`src/rtl/reg_share_pkg.sv`:
```
// Shared definitions for the register-sharing arbiter: FSM encoding,
// gap-counter sizing and an index-width helper.
package reg_share_pkg;

  typedef enum logic [1:0] {
    ST_IDLE  = 2'd0,
    ST_WRITE = 2'd1,
    ST_GAP   = 2'd2
  } state_t;

  localparam int MAX_GAP = 15;
  localparam int CNT_W   = 4;

  // Index width that stays at least one bit wide.
  function automatic int id_width(input int n);
    return (n > 1) ? $clog2(n) : 1;
  endfunction

endpackage

```
`src/rtl/reg_share_arbiter_if.sv`:
```
// Requester/shared-register bundle for reg_share_arbiter.
// The master side is the requester population, the slave side is the arbiter.
interface reg_share_arbiter_if #(
  parameter int N_REQ = 4,
  parameter int WIDTH = 1
);
  import reg_share_pkg::*;

  localparam int IDW = id_width(N_REQ);

  logic [N_REQ-1:0]       req;
  logic [N_REQ*WIDTH-1:0] wdata;
  logic [N_REQ-1:0]       gnt;
  logic                   reg_en;
  logic [WIDTH-1:0]       reg_d;
  logic                   busy;
  logic [IDW-1:0]         last_id;

  modport master (
    output req, wdata,
    input  gnt, reg_en, reg_d, busy, last_id
  );

  modport slave (
    input  req, wdata,
    output gnt, reg_en, reg_d, busy, last_id
  );

endinterface

```
`src/rtl/reg_share_arbiter_rr_pick.sv`:
```
// Combinational round-robin picker: first set request at or above ptr,
// wrapping to index 0, found by a double-width masked priority search.
module rr_pick
  import reg_share_pkg::*;
#(
  parameter int N_REQ = 4,
  parameter int IDW   = id_width(N_REQ)
) (
  input  logic [N_REQ-1:0] req,
  input  logic [IDW-1:0]   ptr,
  output logic [IDW-1:0]   winner,
  output logic             valid
);

  logic [N_REQ-1:0]   mask;
  logic [2*N_REQ-1:0] dbl;
  int                 sel;

  generate
    for (genvar gi = 0; gi < N_REQ; gi++) begin : g_mask
      assign mask[gi] = (ptr <= IDW'(gi));
    end
  endgenerate

  // Lower half holds only requests at/above ptr; the upper half is the
  // unmasked wrap-around copy, so the lowest set bit is the winner.
  assign dbl = {req, req & mask};

  always_comb begin
    sel = 0;
    for (int i = 2*N_REQ-1; i >= 0; i--) begin
      if (dbl[i]) sel = i;
    end
  end

  assign winner = (sel >= N_REQ) ? IDW'(sel - N_REQ) : IDW'(sel);
  assign valid  = |req;

endmodule

```
`src/rtl/reg_share_arbiter.sv`:
```
// Round-robin controller sharing one enabled D-register among N_REQ
// requesters: one-cycle write strobe followed by GAP idle cycles.
module reg_share_arbiter
  import reg_share_pkg::*;
#(
  parameter int N_REQ = 4,
  parameter int WIDTH = 1,
  parameter int GAP   = 2
) (
  input  logic               clk,
  input  logic               rst_n,
  reg_share_arbiter_if.slave bus
);

  localparam int IDW = id_width(N_REQ);

  state_t             state_reg, state_next;
  logic [IDW-1:0]     ptr_reg, ptr_next;
  logic [CNT_W-1:0]   cnt_reg, cnt_next;
  logic [N_REQ-1:0]   gnt_reg, gnt_next;
  logic               en_reg, en_next;
  logic [WIDTH-1:0]   d_reg, d_next;
  logic [IDW-1:0]     last_reg, last_next;

  logic [IDW-1:0]     win;
  logic               win_valid;

  rr_pick #(
    .N_REQ (N_REQ),
    .IDW   (IDW)
  ) u_pick (
    .req    (bus.req),
    .ptr    (ptr_reg),
    .winner (win),
    .valid  (win_valid)
  );

  always_ff @(posedge clk or negedge rst_n) begin
    if (!rst_n) begin
      state_reg <= ST_IDLE;
      ptr_reg   <= '0;
      cnt_reg   <= '0;
      gnt_reg   <= '0;
      en_reg    <= 1'b0;
      d_reg     <= '0;
      last_reg  <= '0;
    end else begin
      state_reg <= state_next;
      ptr_reg   <= ptr_next;
      cnt_reg   <= cnt_next;
      gnt_reg   <= gnt_next;
      en_reg    <= en_next;
      d_reg     <= d_next;
      last_reg  <= last_next;
    end
  end

  // gnt/reg_en default low so they can only be high for the WRITE cycle.
  always_comb begin
    state_next = state_reg;
    ptr_next   = ptr_reg;
    cnt_next   = cnt_reg;
    gnt_next   = '0;
    en_next    = 1'b0;
    d_next     = d_reg;
    last_next  = last_reg;
    case (state_reg)
      ST_IDLE: begin
        if (win_valid) begin
          gnt_next   = N_REQ'(1) << win;
          en_next    = 1'b1;
          d_next     = bus.wdata[int'(win)*WIDTH +: WIDTH];
          last_next  = win;
          ptr_next   = (win == IDW'(N_REQ-1)) ? '0 : IDW'(win + 1'b1);
          state_next = ST_WRITE;
        end
      end
      ST_WRITE: begin
        if (GAP > 0) begin
          state_next = ST_GAP;
          cnt_next   = CNT_W'(GAP - 1);
        end else begin
          state_next = ST_IDLE;
        end
      end
      ST_GAP: begin
        if (cnt_reg == '0) begin
          state_next = ST_IDLE;
        end else begin
          cnt_next = cnt_reg - 1'b1;
        end
      end
      default: state_next = ST_IDLE;
    endcase
  end

  assign bus.gnt     = gnt_reg;
  assign bus.reg_en  = en_reg;
  assign bus.reg_d   = d_reg;
  assign bus.busy    = (state_reg != ST_IDLE);
  assign bus.last_id = last_reg;

endmodule

```
`src/flat_wrapper.sv`:
```
// flat-port wrapper written by rule: the top's interface ports become plain ports
module reg_share_arbiter_flat import reg_share_pkg::*;
#(
  parameter int N_REQ = 4,
  parameter int WIDTH = 1,
  parameter int GAP   = 2
)
  (clk, rst_n, bus_req, bus_wdata, bus_gnt, bus_reg_en, bus_reg_d, bus_busy, bus_last_id);
  reg_share_arbiter_if #(.N_REQ(N_REQ), .WIDTH(WIDTH)) bus_i ();
  input  logic clk;
  input  logic rst_n;
  input wire logic [$bits(bus_i.req)-1:0] bus_req;
  input wire logic [$bits(bus_i.wdata)-1:0] bus_wdata;
  output wire logic [$bits(bus_i.gnt)-1:0] bus_gnt;
  output wire logic [$bits(bus_i.reg_en)-1:0] bus_reg_en;
  output wire logic [$bits(bus_i.reg_d)-1:0] bus_reg_d;
  output wire logic [$bits(bus_i.busy)-1:0] bus_busy;
  output wire logic [$bits(bus_i.last_id)-1:0] bus_last_id;
  assign bus_i.req = bus_req;
  assign bus_i.wdata = bus_wdata;
  assign bus_gnt = bus_i.gnt;
  assign bus_reg_en = bus_i.reg_en;
  assign bus_reg_d = bus_i.reg_d;
  assign bus_busy = bus_i.busy;
  assign bus_last_id = bus_i.last_id;
  reg_share_arbiter #(.N_REQ(N_REQ), .WIDTH(WIDTH), .GAP(GAP)) u_core (.clk(clk), .rst_n(rst_n), .bus(bus_i));
endmodule
```
`config.mk`:
```
export PLATFORM = sky130hd
export DESIGN_NAME = reg_share_arbiter_flat
export DESIGN_NICKNAME = d
export VERILOG_FILES = /design/src/rtl/reg_share_pkg.sv /design/src/rtl/reg_share_arbiter_if.sv /design/src/rtl/reg_share_arbiter_rr_pick.sv /design/src/rtl/reg_share_arbiter.sv /design/src/flat_wrapper.sv
export SDC_FILE = /design/constraint.sdc
export NUM_CORES = 1
export LEC_CHECK = 0
export CORE_MARGIN = 4
export CORE_UTILIZATION = 33
export DETAILED_ROUTE_END_ITERATION = 8
export DONT_BUFFER_PORTS = 1
export GPL_ROUTABILITY_DRIVEN = 0
export HOLD_SLACK_MARGIN = 0.1
export PLACE_DENSITY = 0.47
export SLEW_MARGIN = 20
export SYNTH_ARGS = -nofsm -noshare
export SYNTH_HDL_FRONTEND = slang
export SYNTH_HIERARCHICAL = 1
export SYNTH_SLANG_ARGS = --single-unit
```
`constraint.sdc`:
```
create_clock -name clk -period 5.7 [get_ports clk]
set_input_delay 0.57 -clock clk [delete_from_list [all_inputs] [get_ports clk]]
set_output_delay 0.57 -clock clk [all_outputs]
set_load 0.05 [all_outputs]
```
=== Word level (Yosys, flattened, before mapping) ===
Index checks and enable logic that the tools add are counted.

* Bitwise gates (word level): 1
* Mux-type cells: 19
* Reduce and logical (&&, ||, !) cells: 8
* Shift-type cells: 2
* $lt $le $gt $ge: 5
* $add $sub $neg: 3
* Equality and inequality tests: 6

{| class="wikitable"
|+ Operators by type and width
! cell !! count
|-
| 32-bit 2-to-1 mux || 7
|-
| 32-bit by 4-bit greater-or-equal comparator with 1-bit output (second input constant) || 1
|-
| 4-bit 2-to-1 mux || 3
|-
| 2-bit 2-to-1 mux || 4
|-
| 4-bit one-hot mux with 2 select lines || 1
|-
| 2-bit one-hot mux with 3 select lines || 1
|-
| 2-bit AND reduction || 3
|-
| 4-bit AND || 1
|-
| 2-bit == test (second input constant) || 2
|-
| 2-bit by 1-bit less-or-equal comparator with 1-bit output (second input constant) || 2
|-
| 2-bit less-or-equal comparator (second input constant) || 2
|-
| 4-bit zero test || 1
|-
| 2-bit inequality test (second input constant) || 2
|-
| 2-bit nonzero test || 2
|-
| 4-bit OR reduction || 1
|-
| 4-bit by 3-bit variable part select with 1-bit output || 1
|-
| 1-bit by 2-bit << shifter with 4-bit output (first input constant) || 1
|-
| 4-bit by 1-bit subtractor with 4-bit output (second input constant) || 1
|-
| 3-bit 2-to-1 mux || 1
|-
| 2-bit by 1-bit adder with 2-bit output (second input constant) || 1
|-
| 2-bit by 1-bit == test with 1-bit output (second input constant) || 1
|-
| 2-bit zero test || 1
|-
| 1-bit 2-to-1 mux || 2
|-
| 2-bit by 1-bit inequality test with 1-bit output (second input constant) || 1
|-
| 2-bit by 1-bit subtractor with 2-bit output (second input constant) || 1
|}

* Word-level logic and storage cells: 51
* Output and inout bits: 9
* Bits in registers: 16
* Input bits: 10

=== Longest topological paths before layout ===
* Depth in word-level cells: 13
* Depth in mapped cells: 6
* Mapped depth without buffers: 6

=== Cells and area by module ===
The synthesis kept the hierarchy.

{| class="wikitable"
|+ By module, submodules not included
! module !! instances !! area an instance (sq um) !! cells each
|-
| reg_share_arbiter || 1 || 803.3 || 71
|-
| rr_pick || 1 || 76.3 || 13
|}

=== Worst setup path before layout ===
No wires, ideal clock.

* Kind: input to register
* Start point: input port bus_req[2]
* End point: register u_core.d_reg (netlist: u_core/bus.reg_d)
* Path buffers: 0
* Cell stages on the path: 5
* Data arrival time: 2.010 ns
* Setup slack: 3.565 ns
* Path through: nand2b_1 > a21oi_1 > a211oi_1 > mux4_1 > mux2_4

* Cells in the longest elaborated chain, start to end: 10

{| class="wikitable"
|+ RTL lines
! item !! line !! source
|-
| from (decl) || flat_wrapper.sv:12 || <nowiki>input wire logic [$bits(bus_i.req)-1:0] bus_req;</nowiki>
|-
| 32-bit 2-to-1 mux (4 in a row) || reg_share_arbiter_rr_pick.sv:32 || <nowiki>if (dbl[i]) sel = i;</nowiki>
|-
| 32-bit 2-to-1 mux (*) (3 in a row) || reg_share_arbiter_rr_pick.sv:32 ||
|-
| 32-bit by 4-bit greater-or-equal comparator with 1-bit output or 2-bit by 1-bit subtractor with 2-bit output (tied branches) || reg_share_arbiter_rr_pick.sv:36 || <nowiki>assign winner = (sel >= N_REQ) ? IDW'(sel - N_REQ) : IDW'(sel);</nowiki>
|-
| 2-bit 2-to-1 mux (*) || reg_share_arbiter_rr_pick.sv:36 ||
|-
| via u_core.win[0] || reg_share_arbiter.sv:25 || <nowiki>logic [IDW-1:0] win;</nowiki>
|-
| 4-bit by 3-bit variable part select with 1-bit output (*) || reg_share_arbiter.sv:72 || <nowiki>d_next = bus.wdata[int'(win)*WIDTH +: WIDTH];</nowiki>
|-
| to (signal assigned) || reg_share_arbiter.sv:53 || <nowiki>d_reg <= d_next;</nowiki>
|-
| to (decl) || reg_share_arbiter.sv:22 || <nowiki>logic [WIDTH-1:0] d_reg, d_next;</nowiki>
|}

The timed path passes the listed nets; every way through them passes the cells marked *.
A chain may end at the register's enable or synchronous reset.

=== Final worst setup path ===
* Start point: register u_core.ptr_reg[1]
* End point: register u_core.d_reg (netlist: u_core/bus.reg_d)

* Cells in the longest elaborated chain, start to end: 9

{| class="wikitable"
|+ RTL lines
! item !! line !! source
|-
| from (decl) || reg_share_arbiter.sv:18 || <nowiki>logic [IDW-1:0] ptr_reg, ptr_next;</nowiki>
|-
| from (signal assigned) || reg_share_arbiter.sv:49 || <nowiki>ptr_reg <= ptr_next;</nowiki>
|-
| 2-bit less-or-equal comparator || reg_share_arbiter_rr_pick.sv:21 || <nowiki>assign mask[gi] = (ptr <= IDW'(gi));</nowiki>
|-
| 4-bit AND (*) || reg_share_arbiter_rr_pick.sv:27 || <nowiki>assign dbl = {req, req & mask};</nowiki>
|-
| 32-bit 2-to-1 mux (3 in a row) || reg_share_arbiter_rr_pick.sv:32 ||
|-
| 32-bit 2-to-1 mux (*) || reg_share_arbiter_rr_pick.sv:32 ||
|-
| 32-bit by 4-bit greater-or-equal comparator with 1-bit output or 2-bit by 1-bit subtractor with 2-bit output (tied branches) || reg_share_arbiter_rr_pick.sv:36 ||
|-
| 2-bit 2-to-1 mux (*) || reg_share_arbiter_rr_pick.sv:36 ||
|-
| via u_core.win[0] || reg_share_arbiter.sv:25 ||
|-
| 4-bit by 3-bit variable part select with 1-bit output (*) || reg_share_arbiter.sv:72 ||
|}

Marked as above.

==> results.md <==
* Status: complete, no violations
* DRT Wirelength at 1.64 mm
* PortBufs at 0
* Routed length per instance at 14.1 µm
* Netlist cell types at 32
* RR Endpoint: u_core/bus.reg_d
* Die width at 59.6 µm
* Commonest non-fill, non-tap cell in the layout: dfrtp_1
* Sequential area share after synthesis at 45.5%
* Grt ovf at 0
* Relative max-transition margin at 52.0%
* Synth Warn # at 6
* DRT Pass-1 Iters at 4
* Clk_lat worst skew at around 0.28 ns
* Gate Count Post-Synth at 84
* Worst slew pin tran at 0.718 ns
* First-pass GRT wire length at 2.75 mm
* Largest net degree at the start of global routing at 17
* VDD IR max at between 0.2 and 0.25 mV
* CP max FO at 7
* DP HPWL at about 1.2 mm
* Post-CTS Repair Setup Buffers at 0
* Worst R2R Path Depth at 5
* Tmin final at between 2 and 2.5 ns
* N_diodes at 0
* Vias in the first global route at roughly 610
* #FFs+latches synth at 16
* Placed insts at 111
* CTS Buf Count at 3
* Number of remaining DRC errors at 0
* Origin of the worst setup path: u_core/ptr_reg[1]
* Power per cell area at roughly 600 mW/mm²
* H-tree lvl count at 1
* Sink Count at 16
* R2r startpoint: u_core/ptr_reg[1]
* R2R setup slack at about 3.4 ns
* Die Area at 0.00356 mm²
* Max-slew violation count at 0
* Post-synth EDFFs at 0
* Setup Skew at around 0.0032 ns
* CP Data Arrival Time at 2.44 ns
* Synth Cell Area at 880 µm²
* Initial Utilization at 35.2%
* Nets at 103
* Highest clock rate at between 400 and 500 MHz
* Period Utilization, post-route at 39.8%
* Final setup TNS at 0 ns
* Root Driver: clkbuf_4
* Vias at 591
* CP Class: flip-flop to flip-flop
* Routed Antenna Nets at 0
* Hold-fix buffers, CTS at 1
* Commonest non-fill, non-tap cells in the layout: dfrtp_1, nand2_1, inv_1, ha_1, nor2_1
* Non-Filler Instances at around 120
* P&R area growth vs syn at 7.25%
* Layout cell share with drive strength beyond 1 at 9.30%
* Worst setup SP type: flip-flop
* Leak at 0.000445 µW
* Crit path capture type: flip-flop
* GRT Util Overall at between 10% and 20%
* Crit path to: u_core/bus.reg_d
* Post-Syn Area per Cell at ~10 µm²
* Net count after synthesis at 100
* Setup violations, final at 0
* Initial antenna violation count at 0
* Main flop type after synthesis: dfrtp_1
* RSZ-0062 raised after global routing: false
* Final Hold Vio Count at 0
* Height of the die at 59.6 µm
* Fillcell total at between 200 and 300
* CTS Buffer Depth at 2
* Vias/cell at 5.09
* CTS tree: built
* Ports at 19
* Cts repair resizes at 0
* # rows at 18
* CORE AREA at 0.00250 mm²
* Post-synth ARST share at 100%
* Starting DRT DRC Count at 34
* Hold Path Class: flip-flop to flip-flop
* MaxCap Viol Count at 0
* Clk slew on worst S/H paths at 0.09 ns
* CP required at around 5.9 ns
==> synthesized netlist by cell type, types with 2 or more instances <==
master | n | area, µm²
dfrtp_1 | 16 | 400
nand2_1 | 8 | 30.0
inv_1 | 7 | 26.3
ha_1 | 6 | 75.1
nor2_1 | 5 | 18.8
and2_1 | 4 | 25.0
o21ai_0 | 4 | 20.0
nor3b_1 | 3 | 22.5
a21oi_1 | 2 | 10.0
a32o_1 | 2 | 20.0
mux2_4 | 2 | 30.0
nand2b_1 | 2 | 12.5
nand3b_1 | 2 | 15.0
nor3_1 | 2 | 10.0
o31ai_1 | 2 | 15.0
==> final cells by class <==
cell class                 instances  area [µm²]  share of cell area [%]
clock buffer                       4        36.3                    3.85
inverter                           7        26.3                    2.79
multi-input combinational         58         433                    45.9
sequential                        16         400                    42.4
tap                               30        37.5                    3.98
timing repair buffer               1        10.0                    1.06
==> kinds of logic after synthesis <==
logic type	Yosys count	synth area share, %
AND/OR/NAND/NOR	32	20.1
flip-flops	16	45.5
adder cells (fa/ha/maj)	6	8.53
multiplexers	4	7.54
AO/OA/AOI/OAI	16	13.1
buffers and inverters	10	5.26
==> critical path, cell delays in order (launching register included) <==
cell      delay [ns]
dfrtp_1         0.48
nand2b_1        0.14
a21oi_1         0.06
a211oi_1        0.58
mux4_1          0.63
mux2_4          0.28
==> power by group <==
group	total [µW]	internal, µW	switching [µW]	leakage, µW
sequential	291	158	133	0.000203
clock	72.6	38.8	33.8	0.0000210
combinational	203	95.7	108	0.000221
==> per-stage QoR <==
stage	area (µm²)	setup WS (ns)	utilization, %	hold slack, ns	total power [µW]
2_1_floorplan	880	3.56	-	0.274	463
3_3_place_gp	897	3.42	35.9	0.275	496
3_5_place_dp	897	3.41	35.9	0.275	498
4_1_cts	943	3.40	37.7	0.552	578
5_1_grt	943	3.30	37.7	0.612	616
6_report	943	3.43	37.7	0.547	567
==> worst min-delay path by stage <==
stage,from,endpoint,depth (start not counted)
after floorplan,rst_n,u_core/bus.gnt[0],0
after CTS,u_core/ptr_reg[0],u_core/ptr_reg[0],2
final,u_core/ptr_reg[0],u_core/ptr_reg[0],2
after detailed placement,rst_n,u_core/bus.gnt[1],0
after global routing,u_core/ptr_reg[0],u_core/ptr_reg[0],2
after global placement,rst_n,u_core/bus.gnt[1],0
==> routing by layer <==
| layer | global-route usage, % | vias up | wire length, µm |
|---|---|---|---|
| met4 | 6.01 | 0 | 15 |
| met3 | 1.96 | 2 | 55 |
| met1 | 12.4 | 281 | 737 |
| met5 | 0 | - | 0 |
| li1 | - | 297 | - |
| met2 | 17.9 | 11 | 828 |
Note: power is estimated with default switching activity, not from simulation.
